$ cat config.mk
export PLATFORM = sky130hd
export DESIGN_NAME = ntt_address_unit_flat
export DESIGN_NICKNAME = d
export VERILOG_FILES = /design/src/rtl/ntt_address_unit_pkg.sv /design/src/rtl/ntt_address_unit_if.sv /design/src/rtl/ntt_address_unit_twiddle_gen.sv /design/src/rtl/ntt_address_unit.sv /design/src/flat_wrapper.sv
export SDC_FILE = /design/constraint.sdc
export NUM_CORES = 1
export LEC_CHECK = 0
export ABC_AREA = 1
export BUFFER_PORTS_ARGS = -buffer_cell sky130_fd_sc_hd__buf_2
export CAP_MARGIN = 20
export CELL_PAD_IN_SITES_DETAIL_PLACEMENT = 1
export CELL_PAD_IN_SITES_GLOBAL_PLACEMENT = 2
export CORE_MARGIN = 1
export CORE_UTILIZATION = 22
export CTS_CLUSTER_SIZE = 14
export DETAILED_ROUTE_END_ITERATION = 8
export PLACE_DENSITY_LB_ADDON = 0.05
export SLEW_MARGIN = 20
export SYNTH_ARGS = -nofsm -noshare
export SYNTH_HDL_FRONTEND = slang
export SYNTH_SLANG_ARGS = --single-unit
export TNS_END_PERCENT = 20
$ cat constraint.sdc
create_clock -name clk -period 2 [get_ports clk]
set_input_delay 0.1 -clock clk [delete_from_list [all_inputs] [get_ports clk]]
set_output_delay 0.1 -clock clk [all_outputs]
set_load 0.05 [all_outputs]
$ cat src/rtl/ntt_address_unit_pkg.sv
// Shared constants for the Dilithium polynomial address sequencer.
package dilithium_pkg;
  localparam int RAM_ADDR_W = 6;
  localparam int TW_ADDR_W  = 8;
  localparam int WORDS      = 64;
  localparam int NTT_PASSES = 4;

  localparam logic [2:0] FWD_NTT = 3'd0;
  localparam logic [2:0] INV_NTT = 3'd1;
  localparam logic [2:0] MULT    = 3'd2;
  localparam logic [2:0] ADD     = 3'd3;
  localparam logic [2:0] SUB     = 3'd4;

  function automatic logic is_ntt(input logic [2:0] mode);
    return (mode == FWD_NTT) || (mode == INV_NTT);
  endfunction
endpackage

$ cat src/rtl/ntt_address_unit_if.sv
// Control/address bundle between the polynomial op controller and the address unit.
interface ntt_address_unit_if;
  import dilithium_pkg::*;
  logic [2:0]            mode;
  logic [1:0]            encode_mode;
  logic                  en;
  logic [RAM_ADDR_W-1:0] ram_nat;
  logic [RAM_ADDR_W-1:0] ram_addr;
  logic [TW_ADDR_W-1:0]  twiddle_addr0;
  logic [TW_ADDR_W-1:0]  twiddle_addr1;
  logic [TW_ADDR_W-1:0]  twiddle_addr2;
  logic [TW_ADDR_W-1:0]  twiddle_addr3;
  logic                  ntt_round_done;
  logic                  done;

  modport master (
    output mode, encode_mode, en,
    input  ram_nat, ram_addr, twiddle_addr0, twiddle_addr1, twiddle_addr2,
           twiddle_addr3, ntt_round_done, done
  );
  modport slave (
    input  mode, encode_mode, en,
    output ram_nat, ram_addr, twiddle_addr0, twiddle_addr1, twiddle_addr2,
           twiddle_addr3, ntt_round_done, done
  );
endinterface

$ cat src/rtl/ntt_address_unit_twiddle_gen.sv
// Zeta-ROM index generator for a 2-layer butterfly step, purely combinational.
module ntt_twiddle_gen
  import dilithium_pkg::*;
(
  input  logic [2:0]            mode,
  input  logic [1:0]            p,
  input  logic [RAM_ADDR_W-1:0] j,
  output logic [TW_ADDR_W-1:0]  tw0,
  output logic [TW_ADDR_W-1:0]  tw1,
  output logic [TW_ADDR_W-1:0]  tw2,
  output logic [TW_ADDR_W-1:0]  tw3
);
  logic [1:0]           q;
  logic [TW_ADDR_W-1:0] b, g, lo, hi;

  always_comb begin
    // inverse walks the layer pairs in reverse order
    q = (mode == INV_NTT) ? (2'd3 - p) : p;
    b = '0;
    g = '0;
    case (q)
      2'd0: begin b = 8'd1;  g = '0;                 end
      2'd1: begin b = 8'd4;  g = {6'b0, j[5:4]};     end
      2'd2: begin b = 8'd16; g = {4'b0, j[5:2]};     end
      2'd3: begin b = 8'd64; g = {2'b0, j};          end
      default: ;
    endcase
    lo = b + g;
    hi = {lo[6:0], 1'b0};
    tw0 = '0;
    tw1 = '0;
    tw2 = '0;
    tw3 = '0;
    if (mode == FWD_NTT) begin
      tw0 = lo;
      tw1 = lo;
      tw2 = hi;
      tw3 = hi | 8'd1;
    end else if (mode == INV_NTT) begin
      tw0 = hi;
      tw1 = hi | 8'd1;
      tw2 = lo;
      tw3 = lo;
    end
  end
endmodule

$ cat src/rtl/ntt_address_unit.sv
// Word/pass counter with pass and completion pulses; twiddle indices derived from (mode, p, j).
module ntt_address_unit
  import dilithium_pkg::*;
(
  input  logic             clk,
  input  logic             rst,
  ntt_address_unit_if.slave bus
);
  logic [RAM_ADDR_W-1:0] j;
  logic [1:0]            p;
  logic                  round_done_q, done_q;

  always_ff @(posedge clk) begin
    if (rst) begin
      j            <= '0;
      p            <= '0;
      round_done_q <= 1'b0;
      done_q       <= 1'b0;
    end else begin
      round_done_q <= 1'b0;
      done_q       <= 1'b0;
      if (bus.en) begin
        j <= j + 6'd1;
        if (j == 6'(WORDS - 1)) begin
          if (is_ntt(bus.mode) && p != 2'(NTT_PASSES - 1)) begin
            p            <= p + 2'd1;
            round_done_q <= 1'b1;
          end else begin
            p      <= '0;
            done_q <= 1'b1;
          end
        end
      end
    end
  end

  assign bus.ram_nat        = j;
  assign bus.ram_addr       = j;
  assign bus.ntt_round_done = round_done_q;
  assign bus.done           = done_q;

  ntt_twiddle_gen u_tw (
    .mode (bus.mode),
    .p    (p),
    .j    (j),
    .tw0  (bus.twiddle_addr0),
    .tw1  (bus.twiddle_addr1),
    .tw2  (bus.twiddle_addr2),
    .tw3  (bus.twiddle_addr3)
  );
endmodule

$ cat src/flat_wrapper.sv
// flat-port wrapper written by rule: the top's interface ports become plain ports
module ntt_address_unit_flat import dilithium_pkg::*;
  (clk, rst, bus_mode, bus_encode_mode, bus_en, bus_ram_nat, bus_ram_addr, bus_twiddle_addr0, bus_twiddle_addr1, bus_twiddle_addr2, bus_twiddle_addr3, bus_ntt_round_done, bus_done);
  ntt_address_unit_if bus_i ();
  input  logic clk;
  input  logic rst;
  input wire logic [$bits(bus_i.mode)-1:0] bus_mode;
  input wire logic [$bits(bus_i.encode_mode)-1:0] bus_encode_mode;
  input wire logic [$bits(bus_i.en)-1:0] bus_en;
  output wire logic [$bits(bus_i.ram_nat)-1:0] bus_ram_nat;
  output wire logic [$bits(bus_i.ram_addr)-1:0] bus_ram_addr;
  output wire logic [$bits(bus_i.twiddle_addr0)-1:0] bus_twiddle_addr0;
  output wire logic [$bits(bus_i.twiddle_addr1)-1:0] bus_twiddle_addr1;
  output wire logic [$bits(bus_i.twiddle_addr2)-1:0] bus_twiddle_addr2;
  output wire logic [$bits(bus_i.twiddle_addr3)-1:0] bus_twiddle_addr3;
  output wire logic [$bits(bus_i.ntt_round_done)-1:0] bus_ntt_round_done;
  output wire logic [$bits(bus_i.done)-1:0] bus_done;
  assign bus_i.mode = bus_mode;
  assign bus_i.encode_mode = bus_encode_mode;
  assign bus_i.en = bus_en;
  assign bus_ram_nat = bus_i.ram_nat;
  assign bus_ram_addr = bus_i.ram_addr;
  assign bus_twiddle_addr0 = bus_i.twiddle_addr0;
  assign bus_twiddle_addr1 = bus_i.twiddle_addr1;
  assign bus_twiddle_addr2 = bus_i.twiddle_addr2;
  assign bus_twiddle_addr3 = bus_i.twiddle_addr3;
  assign bus_ntt_round_done = bus_i.ntt_round_done;
  assign bus_done = bus_i.done;
  ntt_address_unit u_core (.clk(clk), .rst(rst), .bus(bus_i));
endmodule
# [Word level (Yosys, flattened, before mapping)]
# Index checks and enable logic that the tools add are counted.
[totals] ff_bits=10 latch_bits=0 ramBits=0 romBits=0 elab_cells=35 n_memories=0
[classes] add_sub_neg=4 mul=0 div_mod_pow=0 magnitude_cmp=0 eq_ne=6 shifts=0 mux=13 n_bitwise=2 n_reduce_logical=6
[op_table] op="one-hot mux 8 bit (4 select lines)" count=2
[op_table] op="2-to-1 mux 8 bit" count=7
[op_table] op="adder 8 bit" count=1
[op_table] op="adder 6 x 1 -> 6 bit (second input constant)" count=1
[op_table] op="== test 6 bit (second input constant)" count=1
[op_table] op="== test 2 bit (second input constant)" count=2
[op_table] op="2-to-1 mux 2 bit" count=2
[op_table] op="== test 3 x 1 -> 1 bit (second input constant)" count=1
[op_table] op="zero test 3 bit" count=1
[op_table] op="OR reduction 3 bit" count=1
[op_table] op="adder 2 x 1 -> 2 bit (second input constant)" count=1
[op_table] op="== test 2 x 1 -> 1 bit (second input constant)" count=1
[op_table] op="zero test 2 bit" count=1
[op_table] op="2-to-1 mux 1 bit" count=2
[op_table] op="!= test 2 bit (second input constant)" count=1
[op_table] op="NOT 1 bit" count=2
[op_table] op="AND reduction 2 bit" count=1
[op_table] op="subtractor 2 bit (first input constant)" count=1
[op_table] op="logical AND 1 bit" count=1
[op_table] op="logical OR 1 bit" count=1

# [Depth between registers and ports, before layout]
# Gate-level depths: netlist (run 1).
[logic_depth] word_depth=7 mapped_depth=17 depth_no_buf=16

# [By module]
# Synthesis (run 1) repeated with hierarchy kept, for this count alone.
[unflattened] cells_unflattened=162 area_unflattened_um2=1082.3
[modules_own_cells] mod="ntt_twiddle_gen" n_inst=1 cells_per_inst=95 area_each_um2=574.3
[modules_own_cells] mod="ntt_address_unit" n_inst=1 cells_per_inst=67 area_each_um2=508.0

# [Least setup slack after synthesis (run 1)]
# OpenSTA, ideal clock, no wires.
[synth_path] kind="register to output" from="register u_core.p[0]" to="output bus_twiddle_addr1[2]" arrival_ns=2.755 required_ns=1.900 path_slack_ns=-0.855 path_stages_with_launch=12 cell_sequence="dfxtp_1 -> inv_1 -> nand3_1 -> nand2_1 -> nand2_1 -> inv_1 -> nand2_1 -> o21ai_0 -> ha_1 -> inv_1 -> o21ai_0 -> buf_4"
[synth_between] elab_chain_len=7 elab_cells_between_ends=11 classes_between="add/sub (2); eq/ne (3); mux (5); reduce/logical (1)"
[synth_rtl] element="start: declaration" line="ntt_address_unit.sv:10" source="logic [1:0] p;"
[synth_rtl] element="start signal: assignment" line="ntt_address_unit.sv:26" source="p <= p + 2'd1;"
[synth_rtl] element="subtractor 2 bit" line="ntt_address_unit_twiddle_gen.sv:18" source="q = (mode == INV_NTT) ? (2'd3 - p) : p;"
[synth_rtl] element="2-to-1 mux 2 bit *" line="ntt_address_unit_twiddle_gen.sv:18"
[synth_rtl] element="== test 2 bit, or another cell as far along" line="ntt_address_unit_twiddle_gen.sv:21" source="case (q)"
[synth_rtl] element="one-hot mux 8 bit (4 select lines)" line="ntt_address_unit_twiddle_gen.sv:21"
[synth_rtl] element="adder 8 bit *" line="ntt_address_unit_twiddle_gen.sv:28" source="lo = b + g;"
[synth_rtl] element="2-to-1 mux 8 bit" line="ntt_address_unit_twiddle_gen.sv:39" source="end else if (mode == INV_NTT) begin"
[synth_rtl] element="2-to-1 mux 8 bit *" line="ntt_address_unit_twiddle_gen.sv:34" source="if (mode == FWD_NTT) begin"
[synth_rtl] element="end: declaration" line="flat_wrapper.sv:13" source="output wire logic [$bits(bus_i.twiddle_addr1)-1:0] bus_twiddle_addr1;"
# Every way passes the cells marked *; elsewhere a longest branch is shown, timed or not. The select of a mux whose other input is x is not followed.

# [Final worst setup path (run 1)]
[layout_path] from="register u_core.p[1]" to="output bus_twiddle_addr3[6]"
[layout_between] elab_chain_len=7 elab_cells_between_ends=11 classes_between="add/sub (2); eq/ne (3); mux (5); reduce/logical (1)"
[layout_rtl] element="subtractor 2 bit" line="ntt_address_unit_twiddle_gen.sv:18"
[layout_rtl] element="2-to-1 mux 2 bit *" line="ntt_address_unit_twiddle_gen.sv:18"
[layout_rtl] element="== test 2 bit, or another cell as far along" line="ntt_address_unit_twiddle_gen.sv:21"
[layout_rtl] element="one-hot mux 8 bit (4 select lines)" line="ntt_address_unit_twiddle_gen.sv:21"
[layout_rtl] element="adder 8 bit *" line="ntt_address_unit_twiddle_gen.sv:28"
[layout_rtl] element="2-to-1 mux 8 bit" line="ntt_address_unit_twiddle_gen.sv:39"
[layout_rtl] element="2-to-1 mux 8 bit *" line="ntt_address_unit_twiddle_gen.sv:34"
[layout_rtl] element="end: declaration" line="flat_wrapper.sv:15" source="output wire logic [$bits(bus_i.twiddle_addr3)-1:0] bus_twiddle_addr3;"
# Marks and branches as above.

==> metrics.md, run 1 <==
| Metric | Value |
|---|---|
| First-pass GRT wire length | `4954 um` |
| Nature of the critical path startpoint | `flip-flop` |
| Syn. warnings | `0` |
| Post-route minimum period | `2.103 ns` |
| Layout Nets | `218` |
| Yosys top cell area share | `0.2005` |
| Die W | `69.37 um` |
| Final setup margin | `-0.1027 ns` |
| H-Tree Level Count | `1` |
| Internal | `384.0 uW` |
| Setup slack at placement | `-0.1125 ns` |
| All-layer global routing usage | `0.1243` |
| Hold/Removal Path Class | `in2reg` |
| Num Clock Sinks | `10` |
| Critical path capture point type | `output pin` |
| Peak supply drop | `0.0003016 V` |
| Antenna Cells | `0` |
| Layout cells sized above 1 | `0.5882` |
| Sequential share of power | `0.358` |
| GRT Residual Overflow | `0` |
| WL/cell | `approximately 12 um` |
| Sw Ratio | `0.3425` |
| Routability congestion estimate | `0.7784` |
| Clock latency on the worst-skew pair | `about 0.23 ns` |
| Number of global-route vias before repair | `1118` |
| Flops & latches, synth | `10` |
| Net Sw Power | `200.0 uW` |
| Outcome | `finished with violations` |
| Clock Tree Root | `clkbuf_8` |
| Max_cap viols | `0` |
| Dominant synthesized flop cell | `dfxtp_1` |
| Count leader, synth | `nand2_1` |
| Area leader, netlist | `dfxtp_1` |
| Pin count of the biggest net entering global routing | `9` |
| Peak Freq | `475.6 MHz` |
| Mapped Area | `998.5 sq um` |
| I/O Buffers | `51` |
| Hold buffers post-CTS | `0` |
| CTS tree | `built` |
| Commonest cells post-synth | `36 x nand2_1, 20 x buf_4, 19 x inv_1` |
| Worst-path cell with the longest stage delay | `dfxtp_2` |
| DRC errors left | `0` |
| CTS Buf Count | `3` |
| Worst path cell trace | `nand3b_1 -> nand2_2 -> nand2_2 -> inv_2 -> nand2_1 -> o21ai_1 -> ha_2 -> nand2_2 -> inv_2 -> nand2_4 -> nand2_4 -> nand2_4 -> nand3_4 -> nand2_8 -> buf_8` |
| Core box area | `4354 sq um` |
| Post-synth EDFFs | `0` |
| Vias after detailed routing | `between 1000 and 1500` |
| Clk pwr share | `0.352` |
| Final Power | `~600 uW` |
| RSZ-0062 raised after global routing | `true` |
| Placement Cell Area | `1440 sq um` |
| Die Y | `69.37 um` |
| Measured slew at the worst slew-check pin | `0.3456 ns` |
| Layout fillers | `about 530` |
| Area Overhead vs Synth | `75.94%` |
| Rel. slew slack | `0.7694` |
| Final clock skew | `between 0.0005 and 0.0006 ns` |
| Post-Syn Area per Cell | `6.612 sq um` |
| Combinational power share | `0.291` |
| PwrDens | `around 330 nW/um^2` |
| Pre-antenna DRT Iters | `4` |
| Initial Util | `0.2293` |
| Standard-cell rows | `24` |
| # setup viols final | `24` |
| Crit Path Class | `reg2out` |
| Clk slew on worst S/H paths | `0.05 ns` |
| Register area | `a little over 200 sq um` |
| Syn nets | `163` |
| Final Slew Violations | `0` |
| Seq/Total Area, Yosys | `0.2005` |
| LEAKAGE | `0.9258 nW` |
| Async SR Flop Fraction | `0` |
| Multi-input gate area | `769.5 sq um` |
| Synth unique cells | `22` |
| Final worst-path cycle share | `1.051` |
| Synth area leaders | `dfxtp_1 20%, buf_4 15%, nand2_1 14%` |
| Routed vias/inst | `~4.4` |
| CP required | `1.90 ns` |
| Initial antenna violation count | `0` |
| Finished Cell Area | `1757 sq um` |
| Arr. time, crit path | `approximately 2.0 ns` |
| Antenna Violating Nets Remaining | `0` |
| Clock buffer depth | `2` |
| CP max FO | `4` |
| WL final | `2953 um` |
| Syn Inst Count | `151` |
| Iter 0 DRT Violations | `28` |
| Crit path largest cell delay | `0.32 ns` |
| IO Pins | `54` |
| Final Hold Vio Count | `0` |
| Die area | `4812 sq um` |
| Dpl hpwl | `2482 um` |
| Failing checks | `negative setup slack` |
[critical path: cells and delay by family (launching register included)]
kind | cells | cell delay [ns]
AND/OR/NAND/NOR | 10 | 0.86
flip-flops | 1 | 0.32
buffers and inverters | 3 | 0.26
AO/OA/AOI/OAI | 1 | 0.08
adder cells (fa/ha/maj) | 1 | 0.23
[cell type report]
class | count | share of cell area
Timing Repair Buffer | 70 | 0.3405
Clock buffer | 3 | 0.02350
Inverter | 20 | 0.04487
Sequential cell | 10 | 0.1161
Multi-Input combinational cell | 101 | 0.4380
Tap cell | 52 | 0.03704
[kinds of logic after synthesis]
group,Yosys count,share of synthesized area
AND/OR/NAND/NOR,78,0.4035
buffers and inverters,40,0.2256
AO/OA/AOI/OAI,18,0.1040
flip-flops,10,0.2005
adder cells (fa/ha/maj),4,0.05013
XOR/XNOR,1,0.01630
[final timing paths]
path / cells after the start / startpoint / endpoint / slack, ns
worst min-delay path: 2 / rst / u_core.bus.ram_addr[4] / 0.10
worst min register to register: 2 / u_core.bus.ram_addr[4] / u_core.bus.ram_addr[4] / 0.55
worst max-delay path: 15 / u_core.p[1] / bus_twiddle_addr3[6] / -0.10
worst max register to register: 7 / u_core.bus.ram_addr[1] / u_core.p[1] / 0.47
[through the flow]
stage / setup TNS, ns / utilization / instances / hold WS, ns
4_1_cts: -2.854 / 0.3862 / 256 / 0.1014
3_5_place_dp: -1.066 / 0.3307 / 249 / 0.3512
6_report: -1.917 / 0.4034 / 256 / 0.1006
5_1_grt: -5.478 / 0.4034 / 256 / 0.1058
3_3_place_gp: -0.3971 / 0.3307 / 249 / 0.3414
2_1_floorplan: -0.1384 / - / 151 / 0.1718
[power by group through the flow]
| stage | Sequential [mW] | Clock [mW] | Combinational [mW] |
|---|---|---|---|
| floorplan | 0.226 | 0 | 0.108 |
| global placement | 0.213 | 0 | 0.156 |
| detailed placement | 0.213 | 0 | 0.158 |
| CTS | 0.209 | 0.213 | 0.164 |
| global route | 0.210 | 0.220 | 0.182 |
| finish | 0.209 | 0.206 | 0.170 |
[cells in the final DEF, fill, tap and decap left out, types with 2 or more instances in the layout]
cell type | Yosys | final
nand2_8 | 0 | 2
buf_2 | 0 | 19
inv_2 | 1 | 4
nor2_1 | 7 | 6
clkbuf_4 | 0 | 2
nor3_1 | 6 | 6
dfxtp_1 | 10 | 7
dfxtp_2 | 0 | 3
ha_1 | 4 | 2
nand2_4 | 4 | 11
nand3_1 | 12 | 10
buf_8 | 0 | 5
nand4_1 | 2 | 2
buf_4 | 20 | 22
o21ai_4 | 0 | 4
o21ai_0 | 8 | 5
clkbuf_8 | 0 | 3
nand2_2 | 4 | 9
nand3_2 | 5 | 3
a21oi_1 | 6 | 6
inv_1 | 19 | 15
nand2_1 | 36 | 22
buf_6 | 0 | 22
nand3_4 | 0 | 4
[state kept, by name, summed over array words and instances, names as in the netlist]
name / cells
u_core.bus.ram_addr: 6
u_core.p: 2
u_core.bus.done: 1
u_core.bus.ntt_round_done: 1
[timing repair]
item	in CTS	in global routing
pin swaps	10	3
resized for setup	55	27
buffers inserted	4	0
endpoints found under the setup margin	24	32
[per-layer routing]
metal	global-route usage	share of wire	wire length (um)	up-vias
li1	-	-	-	573
met1	0.1446	0.42	1249	502
met2	0.2362	0.53	1554	35
met3	0.01017	0.037	110	5
met4	0.04082	0.013	38	0
met5	0	0	0	-
No activity file was read; power rests on OpenSTA's default activity.
==> inputs of run 2 (changes only) <==
Settings changed: SKIP_LAST_GASP set to 1.
==> metrics.md, run 2 (synthesis results as in run 1) <==
| Metric | Value |
|---|---|
| Num Clock Sinks | `10` |
| H-Tree Level Count | `1` |
| Max_cap viols | `0` |
| Largest register FFs | `6` |
| Routability congestion estimate | `0.7784` |
| WL/cell | `11.50 um` |
| Final Power | `576.6 uW` |
| Die W | `slightly below 70 um` |
| GRT Residual Overflow | `0` |
| Multi-input gate area | `764.5 sq um` |
| Crit Path Class | `reg2out` |
| Rel. slew slack | `0.7682` |
| Final Slew Violations | `0` |
| Layout cells sized above 1 | `0.5735` |
| Core box area | `4354 sq um` |
| R2R Path End | `u_core.p[1]` |
| CTS tree | `built` |
| Layout Nets | `218` |
| Clk pwr share | `0.356` |
| FF-to-FF path depth | `7` |
| Vias after detailed routing | `1114` |
| Buf/Inv on CP | `3` |
| Placement Cell Area | `~1400 sq um` |
| PwrDens | `338.9 nW/um^2` |
| Final clock skew | `approximately 0.00063 ns` |
| Outcome | `finished with violations` |
| First-pass GRT wire length | `4974 um` |
| Reg-to-reg startpoint | `u_core.bus.ram_addr[1]` |
| All-layer global routing usage | `0.1246` |
| # setup viols final | `24` |
| Critical path capture point type | `output pin` |
| Final setup margin | `-0.1114 ns` |
| Pin count of the biggest net entering global routing | `9` |
| Fin cells | `256` |
| Die Y | `69.37 um` |
| DRC errors left | `1` |
| Clock Tree Root | `clkbuf_8` |
| Hold Crit Depth | `2` |
| Most frequent cells in the layout | `27 x buf_2, 24 x nand2_1, 23 x buf_4` |
| Number of global-route vias before repair | `1127` |
| Commonest non-fill, non-tap cell in the layout | `buf_2` |
| Measured slew at the worst slew-check pin | `approximately 0.35 ns` |
| Peak Freq | `473.6 MHz` |
| Crit path largest cell delay | `0.32 ns` |
| LEAKAGE | `0.9173 nW` |
| Pre-antenna DRT Iters | `6` |
| Area Overhead vs Synth | `70.43%` |
| Routed vias/inst | `4.352` |
| Reg2reg setup slack | `0.47 ns` |
| Largest delay share family, worst path | `simple AND/OR/NAND/NOR gates` |
| Layout fillers | `about 540` |
| Iter 0 DRT Violations | `22` |
| RSZ-0062 raised after global routing | `true` |
| Hold wc startpoint | `rst` |
| Final worst-path cycle share | `1.056` |
| Dpl hpwl | `2482 um` |
| Failing checks | `design-rule violations, negative setup slack` |
| Clock latency on the worst-skew pair | `between 0.2 and 0.25 ns` |
| Arr. time, crit path | `2.01 ns` |
| Worst path cell trace | `nand3b_1 -> nand2_2 -> nand2_2 -> inv_2 -> nand2_1 -> o21ai_1 -> ha_2 -> nand2_1 -> inv_2 -> nand2_4 -> nand2_4 -> nand2_4 -> nand3_4 -> nand2_8 -> buf_8` |
| Combinational power share | `0.282` |
| CP max FO | `4` |
| IO Pins | `54` |
| Hold/Removal Path Class | `in2reg` |
| I/O Buffers | `a little over 50` |
| Finished Cell Area | `1702 sq um` |
| Net Sw Power | `198.6 uW` |
| Sequential share of power | `0.362` |
| Peak supply drop | `0.0003017 V` |
| Nature of the critical path startpoint | `flip-flop` |
| Hold buffers post-CTS | `0` |
| Sw Ratio | `0.3445` |
| Most used cell, CP | `nand2_4` |
| Register area | `between 200 and 250 sq um` |
| Clk slew on worst S/H paths | `about 0.050 ns` |
| Worst-path cell with the longest stage delay | `dfxtp_2` |
| Die area | `4812 sq um` |
| Initial Util | `0.2293` |
| Internal | `between 300 and 400 uW` |
| Worst Hold Endpoint | `u_core.bus.ram_addr[4]` |
| Standard-cell rows | `24` |
| Post-route minimum period | `2.111 ns` |
| CTS Buf Count | `3` |
| Antenna Cells | `0` |
| Placed Cells | `about 250` |
| Final Hold Vio Count | `0` |
| Initial antenna violation count | `0` |
| Clock buffer depth | `2` |
| WL final | `about 3000 um` |
| CP required | `~1.9 ns` |
| Antenna Violating Nets Remaining | `0` |
[run 2: cell counts in the layout (fill, tap and decap cells not counted)]
No cell type changed its count.
[run 2: per-stage QoR]
step | utilization | hold WS, ns | setup WS (ns) | TNS, ns
2_1_floorplan | - | 0.1718 | -0.01863 | -0.1384
3_3_place_gp | 0.3307 | 0.3414 | -0.07492 | -0.3971
3_5_place_dp | 0.3307 | 0.3512 | -0.1125 | -1.066
4_1_cts | 0.3799 | 0.1014 | -0.1516 | -3.207
5_1_grt | 0.3908 | 0.1058 | -0.2641 | -6.173
6_report | 0.3908 | 0.1007 | -0.1114 | -2.296
[run 2: routing by layer]
metal  global-route usage  wire length [um]  share of wire  vias to the layer above
met5                    0                 0              0                        -
met4              0.04082                38          0.013                        0
met3              0.01017               114          0.039                        5
met2               0.2395              1525           0.52                       35
met1               0.1429              1263           0.43                      501
li1                     -                 -              -                      573
[run 2: how the worst max path moves through the flow]
stage                     cells past startpoint              endpoint  slack (ns)        start
after CTS                                    15  bus_twiddle_addr3[6]       -0.15  u_core.p[1]
after global routing                         15  bus_twiddle_addr1[5]       -0.26  u_core.p[1]
final                                        15  bus_twiddle_addr3[6]       -0.11  u_core.p[1]
after detailed placement                     14  bus_twiddle_addr3[6]       -0.11  bus_mode[2]
after global placement                       14  bus_twiddle_addr2[6]       -0.07  bus_mode[2]
after floorplan                              11  bus_twiddle_addr1[3]       -0.02  u_core.p[0]
[run 2: final cells by class]
| class | instances | area share |
|---|---|---|
| Timing Repair Buffer | 70 | 0.3221 |
| Tap cell | 52 | 0.03824 |
| Sequential cell | 10 | 0.1199 |
| Multi-Input combinational cell | 101 | 0.4493 |
| Inverter | 20 | 0.04632 |
| Clock buffer | 3 | 0.02426 |
[run 2: timing repair]
action,in CTS,in global routing
cloned,0,0
pin swaps,9,5
gates resized for setup,46,11
setup endpoints to repair,24,32
buffers inserted,4,0
[run 2: power by group through the flow]
stage	Combinational, mW	Clock, mW	Sequential (mW)
after detailed placement	0.158	0	0.213
after global routing	0.175	0.220	0.210
after global placement	0.156	0	0.213
after floorplan	0.108	0	0.226
final	0.162	0.205	0.209
after CTS	0.163	0.213	0.209
